==> src/rtl/branch_ctrl_pkg.sv <==
// Shared types and constants for the EX-stage branch controller.
// Holds FSM states, BHT counter encodings and RISC-V branch funct3 codes.
package branch_ctrl_pkg;

    typedef enum logic [1:0] {
        ST_IDLE     = 2'd0,
        ST_EVAL     = 2'd1,
        ST_REDIRECT = 2'd2,
        ST_FLUSH    = 2'd3
    } state_e;

    localparam logic [1:0] CNT_SNT   = 2'b00;
    localparam logic [1:0] CNT_WNT   = 2'b01;
    localparam logic [1:0] CNT_WT    = 2'b10;
    localparam logic [1:0] CNT_ST    = 2'b11;
    localparam logic [1:0] BHT_RESET = CNT_WNT;

    localparam logic [2:0] F3_BEQ  = 3'b000;
    localparam logic [2:0] F3_BNE  = 3'b001;
    localparam logic [2:0] F3_BLT  = 3'b100;
    localparam logic [2:0] F3_BGE  = 3'b101;
    localparam logic [2:0] F3_BLTU = 3'b110;
    localparam logic [2:0] F3_BGEU = 3'b111;

    function automatic logic f3_legal(input logic [2:0] f3);
        return (f3 != 3'b010) && (f3 != 3'b011);
    endfunction

    function automatic logic [1:0] sat_update(input logic [1:0] c,
                                              input logic taken);
        logic [1:0] r;
        r = c;
        if (taken && c != CNT_ST) r = c + 2'd1;
        if (!taken && c != CNT_SNT) r = c - 2'd1;
        return r;
    endfunction

endpackage

==> src/rtl/branch_ctrl_bht.sv <==
// Branch history table of 2-bit saturating counters.
// One combinational read port and one synchronous update port.
module branch_ctrl_bht
    import branch_ctrl_pkg::*;
#(
    parameter int IDX_W = 6
) (
    input  logic             clk,
    input  logic             rst,
    input  logic [IDX_W-1:0] rd_idx,
    output logic [1:0]       rd_cnt,
    input  logic             upd_en,
    input  logic [IDX_W-1:0] upd_idx,
    input  logic             upd_taken
);

    localparam int ENTRIES = 2 ** IDX_W;

    logic [1:0] cnt_q [ENTRIES];
    logic [1:0] upd_cnt_d;

    // Reads see the pre-update value; no write-to-read bypass.
    assign rd_cnt = cnt_q[rd_idx];

    always_comb begin
        upd_cnt_d = sat_update(cnt_q[upd_idx], upd_taken);
    end

    always_ff @(posedge clk or posedge rst) begin
        if (rst) begin
            for (int i = 0; i < ENTRIES; i++) begin
                cnt_q[i] <= BHT_RESET;
            end
        end else if (upd_en) begin
            cnt_q[upd_idx] <= upd_cnt_d;
        end
    end

endmodule

==> src/rtl/branch_ctrl.sv <==
// EX-stage branch sequencer: drives the comparator, checks the prediction,
// issues redirect and flush, and owns the direction predictor.
module branch_ctrl
    import branch_ctrl_pkg::*;
#(
    parameter int BHT_IDX_W    = 6,
    parameter int FLUSH_CYCLES = 2
) (
    input  logic        clk,
    input  logic        rst,
    input  logic [31:0] if_pc,
    output logic        if_pred_taken,
    input  logic        ex_valid,
    output logic        ex_ready,
    input  logic        ex_is_jump,
    input  logic        ex_is_jalr,
    input  logic [2:0]  ex_funct3,
    input  logic [31:0] ex_pc,
    input  logic [31:0] ex_imm,
    input  logic [31:0] ex_rs1,
    input  logic [31:0] ex_rs2,
    input  logic        ex_pred_taken,
    output logic        br_en,
    output logic [2:0]  br_funct3,
    output logic [31:0] br_data_a,
    output logic [31:0] br_data_b,
    input  logic        br_taken,
    output logic        redirect_valid,
    output logic [31:0] redirect_pc,
    output logic        flush,
    output logic [31:0] perf_br_cnt,
    output logic [31:0] perf_misp_cnt
);

    state_e      state_q, state_d;
    logic [31:0] pc_q, pc_d;
    logic [31:0] imm_q, imm_d;
    logic [31:0] rs1_q, rs1_d;
    logic [31:0] rs2_q, rs2_d;
    logic [2:0]  f3_q, f3_d;
    logic        jump_q, jump_d;
    logic        jalr_q, jalr_d;
    logic        pred_q, pred_d;
    logic [31:0] rpc_q, rpc_d;
    logic [7:0]  fcnt_q, fcnt_d;
    logic [31:0] pbr_q, pbr_d;
    logic [31:0] pmisp_q, pmisp_d;

    logic [1:0]  rd_cnt;
    logic        upd_en;
    logic        actual;
    logic        misp;
    logic        legal;
    logic        unused_pc;

    assign unused_pc = ^{if_pc[31:BHT_IDX_W+2], if_pc[1:0]};

    branch_ctrl_bht #(
        .IDX_W(BHT_IDX_W)
    ) u_bht (
        .clk      (clk),
        .rst      (rst),
        .rd_idx   (if_pc[BHT_IDX_W+1:2]),
        .rd_cnt   (rd_cnt),
        .upd_en   (upd_en),
        .upd_idx  (pc_q[BHT_IDX_W+1:2]),
        .upd_taken(actual)
    );

    assign if_pred_taken  = rd_cnt[1];
    assign ex_ready       = (state_q == ST_IDLE);
    assign br_en          = (state_q == ST_EVAL) && !jump_q;
    assign br_funct3      = f3_q;
    assign br_data_a      = rs1_q;
    assign br_data_b      = rs2_q;
    assign redirect_valid = (state_q == ST_REDIRECT);
    assign flush          = (state_q == ST_REDIRECT) ||
                            (state_q == ST_FLUSH);
    assign redirect_pc    = rpc_q;
    assign perf_br_cnt    = pbr_q;
    assign perf_misp_cnt  = pmisp_q;

    // Illegal funct3 resolves not-taken regardless of the comparator.
    assign legal  = f3_legal(f3_q);
    assign actual = jump_q ? 1'b1 : (br_taken && legal);
    assign misp   = jump_q || (actual != pred_q);
    assign upd_en = (state_q == ST_EVAL) && !jump_q && legal;

    always_comb begin
        state_d = state_q;
        pc_d    = pc_q;
        imm_d   = imm_q;
        rs1_d   = rs1_q;
        rs2_d   = rs2_q;
        f3_d    = f3_q;
        jump_d  = jump_q;
        jalr_d  = jalr_q;
        pred_d  = pred_q;
        rpc_d   = rpc_q;
        fcnt_d  = fcnt_q;
        pbr_d   = pbr_q;
        pmisp_d = pmisp_q;
        unique case (state_q)
            ST_IDLE: begin
                if (ex_valid) begin
                    pc_d    = ex_pc;
                    imm_d   = ex_imm;
                    rs1_d   = ex_rs1;
                    rs2_d   = ex_rs2;
                    f3_d    = ex_funct3;
                    jump_d  = ex_is_jump;
                    jalr_d  = ex_is_jalr;
                    pred_d  = ex_pred_taken;
                    state_d = ST_EVAL;
                end
            end
            ST_EVAL: begin
                if (jalr_q && jump_q) begin
                    rpc_d = (rs1_q + imm_q) & ~32'd1;
                end else if (actual) begin
                    rpc_d = pc_q + imm_q;
                end else begin
                    rpc_d = pc_q + 32'd4;
                end
                if (!jump_q) begin
                    pbr_d = pbr_q + 32'd1;
                    if (actual != pred_q) pmisp_d = pmisp_q + 32'd1;
                end
                state_d = misp ? ST_REDIRECT : ST_IDLE;
            end
            ST_REDIRECT: begin
                if (FLUSH_CYCLES <= 1) begin
                    state_d = ST_IDLE;
                end else begin
                    fcnt_d  = 8'(FLUSH_CYCLES - 2);
                    state_d = ST_FLUSH;
                end
            end
            ST_FLUSH: begin
                if (fcnt_q == 8'd0) begin
                    state_d = ST_IDLE;
                end else begin
                    fcnt_d = fcnt_q - 8'd1;
                end
            end
            default: state_d = ST_IDLE;
        endcase
    end

    always_ff @(posedge clk or posedge rst) begin
        if (rst) begin
            state_q <= ST_IDLE;
            pc_q    <= '0;
            imm_q   <= '0;
            rs1_q   <= '0;
            rs2_q   <= '0;
            f3_q    <= '0;
            jump_q  <= 1'b0;
            jalr_q  <= 1'b0;
            pred_q  <= 1'b0;
            rpc_q   <= '0;
            fcnt_q  <= '0;
            pbr_q   <= '0;
            pmisp_q <= '0;
        end else begin
            state_q <= state_d;
            pc_q    <= pc_d;
            imm_q   <= imm_d;
            rs1_q   <= rs1_d;
            rs2_q   <= rs2_d;
            f3_q    <= f3_d;
            jump_q  <= jump_d;
            jalr_q  <= jalr_d;
            pred_q  <= pred_d;
            rpc_q   <= rpc_d;
            fcnt_q  <= fcnt_d;
            pbr_q   <= pbr_d;
            pmisp_q <= pmisp_d;
        end
    end

endmodule

==> config.mk <==
export PLATFORM = sky130hd
export DESIGN_NAME = branch_ctrl
export DESIGN_NICKNAME = d
export VERILOG_FILES = /design/src/rtl/branch_ctrl_pkg.sv /design/src/rtl/branch_ctrl_bht.sv /design/src/rtl/branch_ctrl.sv
export SDC_FILE = /design/constraint.sdc
export NUM_CORES = 1
export LEC_CHECK = 0
export ABC_CLOCK_PERIOD_IN_PS = 12000
export CORE_MARGIN = 1.5
export CORE_UTILIZATION = 40
export DETAILED_ROUTE_END_ITERATION = 10
export SLEW_MARGIN = 15
export SYNTH_ARGS = -nofsm -noshare
export SYNTH_HDL_FRONTEND = slang
export SYNTH_HIERARCHICAL = 1
export SYNTH_SLANG_ARGS = --single-unit
==> constraint.sdc <==
create_clock -name clk -period 12 [get_ports clk]
set_clock_uncertainty 0.1 [all_clocks]
set_input_delay 1.8 -clock clk [delete_from_list [all_inputs] [get_ports clk]]
set_output_delay 1.8 -clock clk [all_outputs]
set_load 0.01 [all_outputs]
* After elaboration in Yosys (flattened, before gate mapping) *
Index checks and enable logic that the tools add are counted.
Widths: inputs -> output; s select.

storage, ports and cells
  bits in registers = 368
  logic and storage cells = 142

cells by class
  add/subtract/negate cells = 8
  $lt $le $gt $ge = 3
  eq/ne operators = 10
  mux-type cells = 20
  bitwise operators = 3
  reduce and logical (&&, ||, !) cells = 21

operator list
  cell                   number
  $bwmux 128             1
  $add 32x1->32 const B  2
  $add 32x32->32         2
  $mux 32                2
  $add 32x3->32 const B  1
  $bmux 2 s6             2
  $mux 2                 10
  $pmux 8 s2             1
  $ge 7x7->1 const B     2
  $not 6->7              2
  $demux 2 s6            1
  $logic_and 1x1->1      8
  $logic_not 8->1        1
  $mux 8                 1
  $pmux 2 s4             1
  $reduce_and 2->1       4
  $sub 8x1->8 const B    1
  $lt 7x1->1 const B     1
  $ne 2x2->1 const B     3
  $ne 3x2->1 const B     2
  $eq 2x2->1 const B     2
  $reduce_bool 2->1      2
  $reduce_and 3->1       1
  $add 2x1->2 const B    1
  other kinds (9)        11

* Depth between registers and ports, before layout *
  word-level depth = 9
  mapped depth = 15
  depth with buffers taken out = 11

* Hierarchy *
Netlist, hierarchy kept.

by module, submodules not included
  module           times used  cells each  area an instance (um2)
  branch_ctrl      1           1322        13673.1
  branch_ctrl_bht  1           721         7335.8

* Worst setup path before layout *
No wires, ideal clock.

  path kind = input to output
  from = in if_pc[2]
  to = out if_pred_taken
  arrival = 4067 ps
  required time = 10100 ps
  path slack = 6033 ps
  stages on the path = 5
  path through = clkbuf_1 > buf_1 > mux4_2 > mux4_2 > mux4_2

between the ends
  word-level cells in the longest chain between the ends = 4

RTL lines
  item                                       RTL line               text
  start: declaration                         branch_ctrl.sv:11      input logic [31:0] if_pc,
  $not 6->7 (implied by the code)            branch_ctrl_bht.sv:23  assign rd_cnt = cnt_q[rd_idx];
  $bmux 2 s6                                 branch_ctrl_bht.sv:23
  $mux 2 (implied by the code) (2 in a row)  branch_ctrl_bht.sv:23
  end: declaration                           branch_ctrl.sv:12      output logic if_pred_taken,

No other way between the ends. The select of a mux whose other input is x is not followed.

* Final worst setup path *
  from = in if_pc[3]
  to = out if_pred_taken

Same word-level chain as after synthesis.

==> results.md <==
- Antenna violations before repair: 3
- RSZ-0062 raised after global routing: no
- Post-CTS Resized: 0
- Critical path's slowest cell: clkdlybuf4s50_1
- Fin crit period: 6.784 ns
- Reg power frac: 26.8%
- Initial Utilization: 40.77%
- Worst-Skew Late Latency: 0.59 ns
- Final Hold Slack: 0.3609 ns
- Synth warn: 6
- Outcome: completed
- Clk buf depth: 3
- Core Region: 50380 sq um
- Setup_tns: 0 ns
- Reg-to-reg setup timing slack: 6.98 ns
- Die Wd: 229.6 um
- HP Class: reg -> reg
- PnR worst setup slack: 5.216 ns
- Pwr Total: 8069 uW
- Number of I/O pins: 338
- DP Cell Count: 2930
- # DRC: 0
- Clock transition at path regs: 0.06 ns
- Placer Congestion: 0.8897
- Global-route wire length before repair: 94700 um
- Port Buf Inserts: 311
- CP startpoint kind: primary input
- Post-Syn Area: 20540 sq um
- H-tree depth: 2
- Fmax: 147.4 MHz
- Critical path fanouts, max: 16
- Pre-CTS setup slack: 4.874 ns
- Final Max Slew Viols: 0
- Clock sinks: 368
- Area delta synth->final: 25.35%
- Vias in the first global route: 16750
- Crit path cell chain: clkdlybuf4s50_1 > mux4_2 > mux4_2 > mux4_2 > clkdlybuf4s50_1
- Reg2reg path depth: 12
- Hpwl dp: 42870 um
- RR Startpoint: pc_q[2]$_DFFE_PP0P_
- Reg-to-Reg End: u_bht/cnt_q[54]$_DFFE_PP1P_
- GRT Util Overall: 22.68%
- # hold bufs at CTS: 0
- DRT Wirelength: 60070 um
- Final Cycle Share: 56.54%
- Crit path to: if_pred_taken
- Slew HR: 26.83%
- Final cell count without fillers: 3012
- Critical path startpoint: if_pc[3]
- Syn Nets: 2262
- Final setup viols: 0
- Worst path most repeated cell: mux4_2
- Internal power: 4443 uW
- Worst Max-Slew Pin Slew: 1.098 ns
- Psw: 3626 uW
- Syn_area_per_cell: 10.16 sq um
- VDD IR-drop max: 0.2985 mV
- Share of cells above drive strength 1: 15.73%
- CTS root buf: clkbuf_16
- CTS tree: done
- Leakage: 0.01087 uW
- Mapped Cells: 2022
- Max-Cap Viols: 0
- Die span in y: 229.6 um
- Via-per-instance ratio: 5.569
- Clock group share of total power: 16.7%
- Row cnt: 82
- Grt total ovfl: 0
- Worst Path Required: 10.10 ns
- Largest net degree at the start of global routing: 134
- CP arrival: 4.88 ns
- Setup crit end kind: output pin
- Commonest cells after routing, fill and taps aside: 312 x nand2_1, 310 x clkdlybuf4s50_1, 302 x dfrtp_1, 140 x mux2_2, 130 x o21ai_0
- Crit-path max cell delay: 1.01 ns
- Crit Path Class: in -> out
- Power Dens Cells: 313.5 nW/um^2
- Comb pwr share: 56.5%
- Detailed-router iteration count before antenna repair: 7
- Fin. Hold Viols: 0
- Sw frac: 44.94%
- TritonCTS buffer count: 44
- Final nets: 2544
- Die area: 52710 sq um
- Filler cells: 4574
- Initial drt markers: 1251
- DRT antenna net count: 0
- Post-CTS setup buffers: 0
- Via count: 16770
- Most common cell after layout, fill and taps aside: nand2_1
- WL/cell: 19.94 um
[worst max-delay path: cells and delay by family]
| kind | cells | cell delay (ns) |
|---|---|---|
| mux | 3 | 1.57 |
| buf+inv | 2 | 1.50 |
[layout make-up]
class	count	area (sq um)	share of cell area, %
Multi-Input combinational cell	1519	10710	41.62
Sequential cell	368	9291	36.09
Timing Repair Buffer	335	3288	12.77
Clock buffer	65	1291	5.016
Tap cell	672	840.8	3.266
Clock inverter	16	170.2	0.6610
Inverter	36	145.1	0.5638
Antenna cell	1	2.502	0.009721
[routing by layer]
layer	vias up	track usage, %	wire length [um]
met2	538	36.77	28370
met5	-	0	35
met4	6	6.764	1584
li1	7859	-	-
met3	101	4.519	3784
met1	8270	30.56	26290
[power groups by stage]
| stage | Clock (uW) | Sequential (uW) | Combinational (uW) |
|---|---|---|---|
| 3_3_place_gp | 0 | 2160 | 4430 |
| 4_1_cts | 1390 | 2160 | 4550 |
| 3_5_place_dp | 0 | 2170 | 4520 |
| 6_report | 1350 | 2160 | 4560 |
| 5_1_grt | 1440 | 2230 | 4980 |
| 2_1_floorplan | 0 | 2070 | 3200 |
[how the worst min path moves through the flow]
stage,endpoint,cells past startpoint,slack (ns),start
2_1_floorplan,u_bht/cnt_q[10]$_DFFE_PP1P_,2,0.34,u_bht/cnt_q[10]$_DFFE_PP1P_
3_3_place_gp,u_bht/cnt_q[10]$_DFFE_PP1P_,2,0.35,u_bht/cnt_q[10]$_DFFE_PP1P_
3_5_place_dp,u_bht/cnt_q[16]$_DFFE_PP1P_,2,0.36,u_bht/cnt_q[16]$_DFFE_PP1P_
4_1_cts,u_bht/cnt_q[16]$_DFFE_PP1P_,2,0.36,u_bht/cnt_q[16]$_DFFE_PP1P_
5_1_grt,u_bht/cnt_q[70]$_DFFE_PP1P_,2,0.38,u_bht/cnt_q[70]$_DFFE_PP1P_
6_report,u_bht/cnt_q[4]$_DFFE_PP1P_,2,0.36,u_bht/cnt_q[4]$_DFFE_PP1P_
[per-stage QoR]
step	util (%)	cell area, sq um
after floorplan	-	20540
after global placement	48.17	24270
after detailed placement	48.19	24280
after CTS	51.10	25740
after global routing	51.10	25740
final	51.10	25740
[state kept, by name, summed over array words and instances, names as in the netlist, named ones only]
name / flops
u_bht/cnt_q: 128
br_data_a: 32
br_data_b: 32
imm_q: 32
pc_q: 32
perf_br_cnt: 32
perf_misp_cnt: 32
redirect_pc: 32
fcnt_q: 8
br_funct3: 3
jalr_q: 1
jump_q: 1
pred_q: 1
state_q: 1
Note: power is estimated with default switching activity, not from simulation.
